<file path="config.mk">
export PLATFORM = sky130hd
export DESIGN_NAME = div_seq_ctrl
export DESIGN_NICKNAME = d
export VERILOG_FILES = /design/src/rtl/div_seq_ctrl.sv
export SDC_FILE = /design/constraint.sdc
export NUM_CORES = 1
export LEC_CHECK = 0
export CAP_MARGIN = 20
export CORE_ASPECT_RATIO = 0.6
export CORE_MARGIN = 1
export CORE_UTILIZATION = 55
export CTS_CLUSTER_SIZE = 24
export DETAILED_ROUTE_END_ITERATION = 7
export MAX_ROUTING_LAYER = met4
export PLACE_DENSITY = 0.85
export SLEW_MARGIN = 20
export SYNTH_ARGS = -nofsm -noshare
export SYNTH_HDL_FRONTEND = slang
export SYNTH_SLANG_ARGS = --single-unit
</file>
<file path="constraint.sdc">
create_clock -name clock -period 3.45 [get_ports clock]
set_input_delay 0.345 -clock clock [delete_from_list [all_inputs] [get_ports clock]]
set_output_delay 0.345 -clock clock [all_outputs]
set_load 0.03 [all_outputs]
</file>
<file path="src/rtl/div_seq_ctrl.sv">
// Sequencer around the 32-bit unsigned divider core: signed-to-magnitude conversion,
// core handshake with timeout, sign correction and HI/LO write-back.
module div_seq_ctrl #(
   parameter int unsigned WIDTH   = 32,
   parameter int unsigned TIMEOUT = 40
) (
   input  logic             clock,
   input  logic             clear_n,
   input  logic             start,
   input  logic             signed_op,
   input  logic [WIDTH-1:0] dividend,
   input  logic [WIDTH-1:0] divisor,
   output logic             core_start,
   output logic [WIDTH-1:0] core_dividend,
   output logic [WIDTH-1:0] core_divisor,
   input  logic             core_done,
   input  logic [WIDTH-1:0] core_quotient,
   input  logic [WIDTH-1:0] core_remainder,
   output logic [WIDTH-1:0] hi,
   output logic [WIDTH-1:0] lo,
   output logic             busy,
   output logic             done,
   output logic             div_zero,
   output logic             timeout_err
);

   localparam int unsigned CW = $clog2(TIMEOUT + 1);

   typedef enum logic [2:0] {
      S_IDLE, S_PREP, S_ISSUE, S_WAIT, S_FIX, S_WRITE, S_ZERO
   } state_t;

   state_t           state, state_d;
   logic [WIDTH-1:0] op_q, op_q_d, op_m, op_m_d;
   logic             op_signed, op_signed_d;
   logic             q_sign, q_sign_d, r_sign, r_sign_d;
   logic [WIDTH-1:0] quo, quo_d, rem, rem_d;
   logic [CW-1:0]    cnt, cnt_d, cnt_inc;
   logic [WIDTH-1:0] core_dividend_d, core_divisor_d, hi_d, lo_d;
   logic             core_start_d, busy_d, done_d, div_zero_d, timeout_err_d;
   logic             neg_q, neg_m;

   assign neg_q   = op_signed & op_q[WIDTH-1];
   assign neg_m   = op_signed & op_m[WIDTH-1];
   assign cnt_inc = cnt + CW'(1);

   // Next-state and next-output logic
   always_comb begin
      state_d         = state;
      op_q_d          = op_q;
      op_m_d          = op_m;
      op_signed_d     = op_signed;
      q_sign_d        = q_sign;
      r_sign_d        = r_sign;
      quo_d           = quo;
      rem_d           = rem;
      cnt_d           = cnt;
      core_dividend_d = core_dividend;
      core_divisor_d  = core_divisor;
      hi_d            = hi;
      lo_d            = lo;
      core_start_d    = 1'b0;
      done_d          = 1'b0;
      div_zero_d      = div_zero;
      timeout_err_d   = timeout_err;

      case (state)
         S_IDLE: begin
            if (start) begin
               op_q_d        = dividend;
               op_m_d        = divisor;
               op_signed_d   = signed_op;
               div_zero_d    = 1'b0;
               timeout_err_d = 1'b0;
               state_d       = S_PREP;
            end
         end
         S_PREP: begin
            core_dividend_d = neg_q ? (~op_q + WIDTH'(1)) : op_q;
            core_divisor_d  = neg_m ? (~op_m + WIDTH'(1)) : op_m;
            q_sign_d        = neg_q ^ neg_m;
            r_sign_d        = neg_q;
            if (op_m == '0) begin
               state_d = S_ZERO;
            end else begin
               core_start_d = 1'b1;
               state_d      = S_ISSUE;
            end
         end
         S_ISSUE: begin
            cnt_d   = '0;
            state_d = S_WAIT;
         end
         S_WAIT: begin
            if (core_done) begin
               quo_d   = core_quotient;
               rem_d   = core_remainder;
               state_d = S_FIX;
            end else if (cnt_inc == CW'(TIMEOUT)) begin
               // Hung core: abort without touching hi/lo
               cnt_d         = cnt_inc;
               timeout_err_d = 1'b1;
               done_d        = 1'b1;
               state_d       = S_WRITE;
            end else begin
               cnt_d = cnt_inc;
            end
         end
         S_FIX: begin
            lo_d    = q_sign ? (~quo + WIDTH'(1)) : quo;
            hi_d    = r_sign ? (~rem + WIDTH'(1)) : rem;
            done_d  = 1'b1;
            state_d = S_WRITE;
         end
         S_ZERO: begin
            lo_d       = '1;
            hi_d       = op_q;
            div_zero_d = 1'b1;
            done_d     = 1'b1;
            state_d    = S_WRITE;
         end
         S_WRITE: state_d = S_IDLE;
         default: state_d = S_IDLE;
      endcase

      busy_d = (state_d != S_IDLE);
   end

   // State and registered outputs
   always_ff @(posedge clock or negedge clear_n) begin
      if (!clear_n) begin
         state         <= S_IDLE;
         op_q          <= '0;
         op_m          <= '0;
         op_signed     <= 1'b0;
         q_sign        <= 1'b0;
         r_sign        <= 1'b0;
         quo           <= '0;
         rem           <= '0;
         cnt           <= '0;
         core_dividend <= '0;
         core_divisor  <= '0;
         hi            <= '0;
         lo            <= '0;
         core_start    <= 1'b0;
         busy          <= 1'b0;
         done          <= 1'b0;
         div_zero      <= 1'b0;
         timeout_err   <= 1'b0;
      end else begin
         state         <= state_d;
         op_q          <= op_q_d;
         op_m          <= op_m_d;
         op_signed     <= op_signed_d;
         q_sign        <= q_sign_d;
         r_sign        <= r_sign_d;
         quo           <= quo_d;
         rem           <= rem_d;
         cnt           <= cnt_d;
         core_dividend <= core_dividend_d;
         core_divisor  <= core_divisor_d;
         hi            <= hi_d;
         lo            <= lo_d;
         core_start    <= core_start_d;
         busy          <= busy_d;
         done          <= done_d;
         div_zero      <= div_zero_d;
         timeout_err   <= timeout_err_d;
      end
   end

endmodule

</file>
* After elaboration in Yosys (flattened, before gate mapping)
Index checks and enable logic that the tools add are counted.
** Operators by class
- Bitwise operators :: 7
- Mux-type cells :: 23
- Eq/ne operators :: 9
- $add $sub $neg :: 5
- Reduce and logical (&&, ||, !) cells :: 13
** Operator list (count)
- $add A32 B1 Y32 const B :: 4
- $mux W32 :: 4
- $not A32 Y32 :: 4
- $pmux W32 S2 :: 2
- $logic_not A32 Y1 :: 1
- $pmux W3 S5 :: 1
- $mux W3 :: 4
- $pmux W6 S2 :: 1
- $reduce_and A2 Y1 :: 4
- $reduce_bool A2 Y1 :: 4
- $mux W1 :: 7
- $add A6 B1 Y6 const B :: 1
- $eq A3 B2 Y1 const B :: 2
- $eq A3 B3 Y1 const B :: 2
- $eq A6 B6 Y1 const B :: 1
- $mux W6 :: 1
- $ne A2 B2 Y1 const B :: 3
- $pmux W1 S2 :: 3
- $reduce_and A4 Y1 :: 1
- $eq A3 B1 Y1 const B :: 1
- $logic_not A3 Y1 :: 1
- $reduce_bool A3 Y1 :: 1
- $and A1 B1 Y1 :: 2
- $reduce_or A2 Y1 :: 1
- $xor A1 B1 Y1 :: 1
** Word-level totals
- Output and inout port bits :: 133
- Word-level logic and storage cells :: 75
- Register bits after elaboration :: 273

* Depth between registers and ports, before layout
Gate-level depths: netlist of the first run.
- Depth in word-level cells :: 6
- Depth in mapped cells :: 8
- Depth with buffers taken out :: 7

* Worst setup path before layout of the first run
Ideal clock, no wire load.
- Kind :: reg2reg
- Start :: register rem[14]
- End :: register hi[27]
- Path buffers :: 1
- Setup time :: 135 ps
- Stages on the path, launching flop included :: 7
- Setup slack :: 1136 ps
- Required time :: 3315 ps
- Arrival :: 2179 ps
- Cell sequence :: dfrtp_1 > or4_4 > or4_4 > buf_6 > o41ai_2 > xor2_1 > o22ai_1
** On the way
- Longest elaborated chain between the ends :: 4
** Ends and longest elaborated chain
- start, declared :: RTL line 37 : logic [WIDTH-1:0] quo, quo_d, rem, rem_d;
- start signal, assigned :: RTL line 158 : rem <= rem_d;
- $not A32 Y32 :: RTL line 111 : hi_d = r_sign ? (~rem + WIDTH'(1)) : rem;
- $add A32 B1 Y32 :: RTL line 111
- $mux W32 :: RTL line 111
- $pmux W32 S2 :: RTL line 67 : case (state)
- end signal, assigned :: RTL line 162 : hi <= hi_d;
- end, declared :: RTL line 19 : output logic [WIDTH-1:0] hi,
No other way between the ends.
A chain may end at the register's enable or synchronous reset.

* Final worst setup path of the first run
- Start :: register op_q[7]
- End :: register core_dividend[29]
** On the way
- Longest elaborated chain between the ends :: 3
** Ends and longest elaborated chain
- start, declared :: RTL line 34 : logic [WIDTH-1:0] op_q, op_q_d, op_m, op_m_d;
- start signal, assigned :: RTL line 152 : op_q <= op_q_d;
- $not A32 Y32 :: RTL line 79 : core_dividend_d = neg_q ? (~op_q + WIDTH'(1)) : op_q;
- $add A32 B1 Y32 :: RTL line 79
- $mux W32 :: RTL line 79
- end signal, assigned :: RTL line 160 : core_dividend <= core_dividend_d;
- end, declared :: RTL line 14 : output logic [WIDTH-1:0] core_dividend,
No other way between the ends.

==> results of run 1 <==
power breakdown:
part	internal (mW)	switching, mW	total (mW)
Combinational	3.64	4.61	8.24
Clock	1.75	1.26	3.01
Sequential	4.73	1.83	6.56
per-stage QoR:
step | area (um2) | utilization
floorplan | 13200 | -
global placement | 16200 | 0.693
detailed placement | 16200 | 0.693
global route | 17100 | 0.732
CTS | 17100 | 0.731
finish | 17100 | 0.732
layer usage:
metal	up-vias	global-route usage	part of all wire
met4	0	0.0630	0.018
li1	4988	-	-
met1	5478	0.453	0.44
met5	-	-	0
met3	66	0.0714	0.10
met2	540	0.464	0.44
worst min path at each step:
stage,from,endpoint,slack [ns]
floorplan,clear_n,busy,0.05
global placement,clear_n,rem[3],0.40
detailed placement,clear_n,rem[3],0.40
CTS,dividend[17],op_q[17],0.34
global route,divisor[14],op_m[14],0.37
finish,dividend[17],op_q[17],0.35
sequential cells by signal, summed over array words and instances (netlist names), 32 cells and up:
signal,flops
core_divisor,32
quo,32
rem,32
op_q,32
op_m,32
hi,32
lo,32
core_dividend,32
area by class of cell:
type	count	area [um2]	share of cell area
well taps	315	394	0.0231
flip-flops and latches	273	6830	0.400
multi-input cells	897	6050	0.354
repair buffers	282	2830	0.165
clock buffers	40	763	0.0447
clock inverters	8	130	0.00762
inverters	25	93.8	0.00549
synthesized netlist by cell type, types with 10 or more instances:
library cell  number
a21oi_1           55
nor4_1            12
mux2_1            32
clkbuf_1          65
inv_1             25
and3_1            10
o21ai_0           51
nor3_1            24
nor2_1            80
dfrtp_1          273
o31ai_1           24
a31oi_1           28
nand2_1          145
mux2_2            81
or4_1             14
o21ai_1           73
o41ai_1           16
mux2i_1           15
xnor2_1           50
xor2_1            57
nand3_1           15
or3_1             17
what timing repair did:
action,4_1_cts,5_1_grt
gates resized for setup,0,0
hold endpoints to repair,86,0
hold buffers,1,0
logic make-up (layout without fill, tap and decap cells):
logic type,Yosys count,after routing,share of synthesized area
AOI/OAI and AO/OA,287,287,0.135
xor gates and xnor gates,107,107,0.0709
adders and majority gates,5,5,0.00473
buffers and inverters,100,355,0.0291
DFF,273,273,0.517
muxes,128,128,0.108
and+or+nand+nor,370,370,0.136
critical path, stage by stage (launching register included):
cell and delay [ns]:
dfrtp_1 0.41, or4_1 0.68, nor4b_1 0.93, nand3_1 0.19, a21o_1 0.22, a31oi_1 0.15
==> run metrics, run 1 <==
CP startpoint=op_q[7]; core area=23300 um2; R2R Setup Slk=0.77 ns; VDD IR max=572 uV; Hold WS=0.350 ns; RSZ-0062 raised after global routing=false; clk_lat worst skew=0.55 ns; Area growth, synth to finish=29.3%; Synth Cell Area=13200 um2; vias post-DR=11100; Crit path arrival time=3.14 ns; drt first pass iters=5; clock root cell=clkbuf_16; post-synth top area share=0.517; FF-to-FF Start=op_q[7]; setup ws final=0.773 ns; setup tns final=0 ns; status=finished, final reports clean; clock skew=0.0186 ns; top cells by area, synth=dfrtp_1 52%, mux2_2 6.9%, nand2_1 4.1%, xor2_1 3.8%, xnor2_1 3.3%; DR vias/cell=6.02; commonest cells after routing, fill and taps aside=272 x dfrtp_1, 264 x clkdlybuf4s50_1, 145 x nand2_1, 81 x mux2_2, 79 x nor2_1; first-pass GRT wire length=59000 um; R2R cell count=5; crit path capture type=flop; die width=202 um; Worst Setup Start Kind=flop; power consumption=17.8 mW; Yosys warning count=0; f_max=374 MHz; Post-CTS Setup Bufs=0; initial antenna violation count=0; largest net degree at the start of global routing=90; Slew Viols, Final=0; share of layout cells above drive strength 1=0.107; Cells after DPL=1791; Post-synth ARST share=1.00; Sinks on Clock Net=273; Antenna Cells=0; Remaining Overflow, GRT=0; number of synthesized register bits=273; initial core utilization=0.566; worst hold path class=input pin to flop; drt wl/cell=20.6 um; antenna viol nets, final=0; Slew @ Worst Pin=1.08 ns; crit share post-route=0.776; commonest non-fill, non-tap cell in the layout=dfrtp_1; syn nets=1408; GPL Wtd Cong=0.953; PD cells=1040 nW/um2; Port Buffers=265; Top FF cell, synth=dfrtp_1; pre-CTS setup slack=0.821 ns; number of core rows=43; Avg Synthesized Cell Area=10.4 um2; Total GRT Usage=0.317; filler instances=1655; type of the worst setup path=flop to flop; WP data required=3.91 ns; crit path to=core_dividend[29]; post-synthesis cell count=1270; Hold Violations, Final=0; Die Area=24700 um2; hpwl dp=26900 um; Worst Hold Depth=3; # IOs=266; crit path time final=2.68 ns; number of flops mapped to enable cells by yosys=0; number of global-route vias before repair=10600; CTS HTree Levels=1; R2R Path End=core_dividend[29]; number of buffers created by CTS=26; Bufs on Longest Clock Path=3; largest area contributor in the netlist=dfrtp_1; CP Max Fanout=6; final setup fails=0; Nets=1643; Max Cap Viol=0; CTS tree=yes; 1st-iter DRT viols=969; Cell variety after synth=58; Slew Limit Headroom=0.282; P_leak=6.92 nW; detailed-route wire length=37800 um; Final Non-Filler Cells=1840; sequential fraction of the synthesis area=0.517; Remaining DRCs=0; die height=122 um; CTS clk-pin slew, worst paths=0.07 ns
Note: power is estimated with default switching activity, not from simulation.
==> run 2: changes to the inputs <==
--- a/config.mk
+++ b/config.mk
@@ -8,11 +8,11 @@
 export CAP_MARGIN = 20
 export CORE_ASPECT_RATIO = 0.6
 export CORE_MARGIN = 1
-export CORE_UTILIZATION = 55
+export CORE_UTILIZATION = 52
 export CTS_CLUSTER_SIZE = 24
 export DETAILED_ROUTE_END_ITERATION = 7
 export MAX_ROUTING_LAYER = met4
-export PLACE_DENSITY = 0.85
+export PLACE_DENSITY = 0.81
 export SLEW_MARGIN = 20
 export SYNTH_ARGS = -nofsm -noshare
 export SYNTH_HDL_FRONTEND = slang
==> constraint.sdc (replaced) <==
create_clock -name clock -period 2.7 [get_ports clock]
set_input_delay 0.27 -clock clock [delete_from_list [all_inputs] [get_ports clock]]
set_output_delay 0.27 -clock clock [all_outputs]
set_load 0.03 [all_outputs]
==> run 2 against run 1 <==
Effect of this change: clock power increased by 24%; clock skew decreased by 0.0095 ns; worst setup slack got worse by 0.63 ns; largest cell class unchanged; highest routed layer unchanged.
==> run metrics, run 2 (same netlist as run 1, synthesis figures left out) <==
status=finished, final reports clean; # IOs=266; Sinks on Clock Net=273; R2R Path End=hi[21]; hpwl dp=26900 um; DR vias/cell=5.87; detailed-route wire length=37400 um; Port Buffers=265; Remaining Overflow, GRT=0; CTS clk-pin slew, worst paths=0.07 ns; CTS HTree Levels=1; CTS tree=yes; initial core utilization=0.538; WP data required=3.12 ns; number of buffers created by CTS=26; PD cells=1310 nW/um2; crit path to=hi[21]; number of global-route vias before repair=10900; final setup fails=0; worst hold path class=input pin to flop; drt wl/cell=20.0 um; number of core rows=44; core area=24600 um2; commonest cells after routing, fill and taps aside=272 x dfrtp_1, 264 x clkdlybuf4s50_1, 145 x nand2_1, 81 x mux2_2, 79 x nor2_1; area occupied by multi-input gates=6040 um2; die width=208 um; first-pass GRT wire length=60500 um; R2R Setup Slk=0.15 ns; number of gates resized after CTS=0; Worst Setup Start Kind=flop; Slew Limit Headroom=0.454; initial antenna violation count=3; Slew @ Worst Pin=0.817 ns; RSZ-0062 raised after global routing=false; largest net degree at the start of global routing=81; CP startpoint=rem[8]; commonest non-fill, non-tap cell in the layout=dfrtp_1; Remaining DRCs=0; R2R cell count=5; CP Max Fanout=13; filler instances=1807; GPL Wtd Cong=0.904; die height=125 um; f_max=392 MHz; drt first pass iters=5; crit path capture type=flop; share of layout cells above drive strength 1=0.120; P_leak=7.03 nW; FF-to-FF Start=rem[8]; Die Area=26100 um2; Slew Viols, Final=0; 1st-iter DRT viols=899; crit path time final=2.55 ns; setup tns final=0 ns; clk_lat worst skew=0.54 ns; Crit path arrival time=2.97 ns; clock skew=0.00912 ns; vias post-DR=11000; Max Cap Viol=0; power consumption=22.7 mW; Register Area=6830 um2; VDD IR max=667 uV; Area growth, synth to finish=30.7%; Nets=1664; Bufs on Longest Clock Path=3; Total GRT Usage=0.300; crit share post-route=0.945; type of the worst setup path=flop to flop; Hold Violations, Final=0; antenna viol nets, final=0; clock root cell=clkbuf_16; Hold WS=0.309 ns
==> run 2: critical path, stage by stage (launching register included) <==
cell and delay, ns:
dfrtp_1 0.44, or4_1 0.60, or4_4 0.59, o41ai_2 0.37, nor4_1 0.08, or3b_1 0.35
==> run 2: layout make-up <==
cell class | count | area share
Clock inverter | 8 | 0.00413
Multi-Input combinational cell | 897 | 0.350
Sequential cell | 273 | 0.396
Timing Repair Buffer | 303 | 0.175
Antenna cell | 3 | 0.000435
Tap cell | 322 | 0.0233
Clock buffer | 38 | 0.0462
Inverter | 25 | 0.00543
==> run 2: per-layer routing <==
layer	up-vias	global-route usage	wire length, um
met5	-	-	0
met4	0	0.0523	554
met3	41	0.0852	3510
met2	442	0.433	16200
met1	5443	0.425	17200
li1	5039	-	-
==> run 2: per-stage QoR <==
step | area, um2 | std cells | utilization | setup slack (ns)
after CTS | 17300 | 1866 | 0.703 | 0.169
after global placement | 16400 | 1819 | 0.667 | 0.233
after detailed placement | 16400 | 1819 | 0.667 | 0.177
after floorplan | 13200 | 1270 | - | 0.386
final | 17300 | 1869 | 0.703 | 0.147
after global routing | 17300 | 1869 | 0.703 | 0.0505
==> run 2: timing repair <==
action,in CTS,in global routing
hold buffers,1,0
buffers inserted,0,0
hold endpoints to repair,74,0
setup endpoints to repair,0,0
==> run 2: worst min-delay path by stage <==
stage                      startpoint  endpoint  depth (start not counted)
CTS                       divisor[14]  op_m[14]                          3
floorplan                     clear_n      busy                          0
finish                    divisor[14]  op_m[14]                          3
detailed placement            clear_n     hi[7]                          1
global placement              clear_n     hi[5]                          1
global route        core_quotient[27]   quo[27]                          2
==> run 2: where the power goes <==
part	internal [mW]	switching, mW	leakage, nW
registers	6.04	2.29	3.27
clock network	2.14	1.60	0.432
logic	4.76	5.84	3.33
total	12.9	9.73	7.03
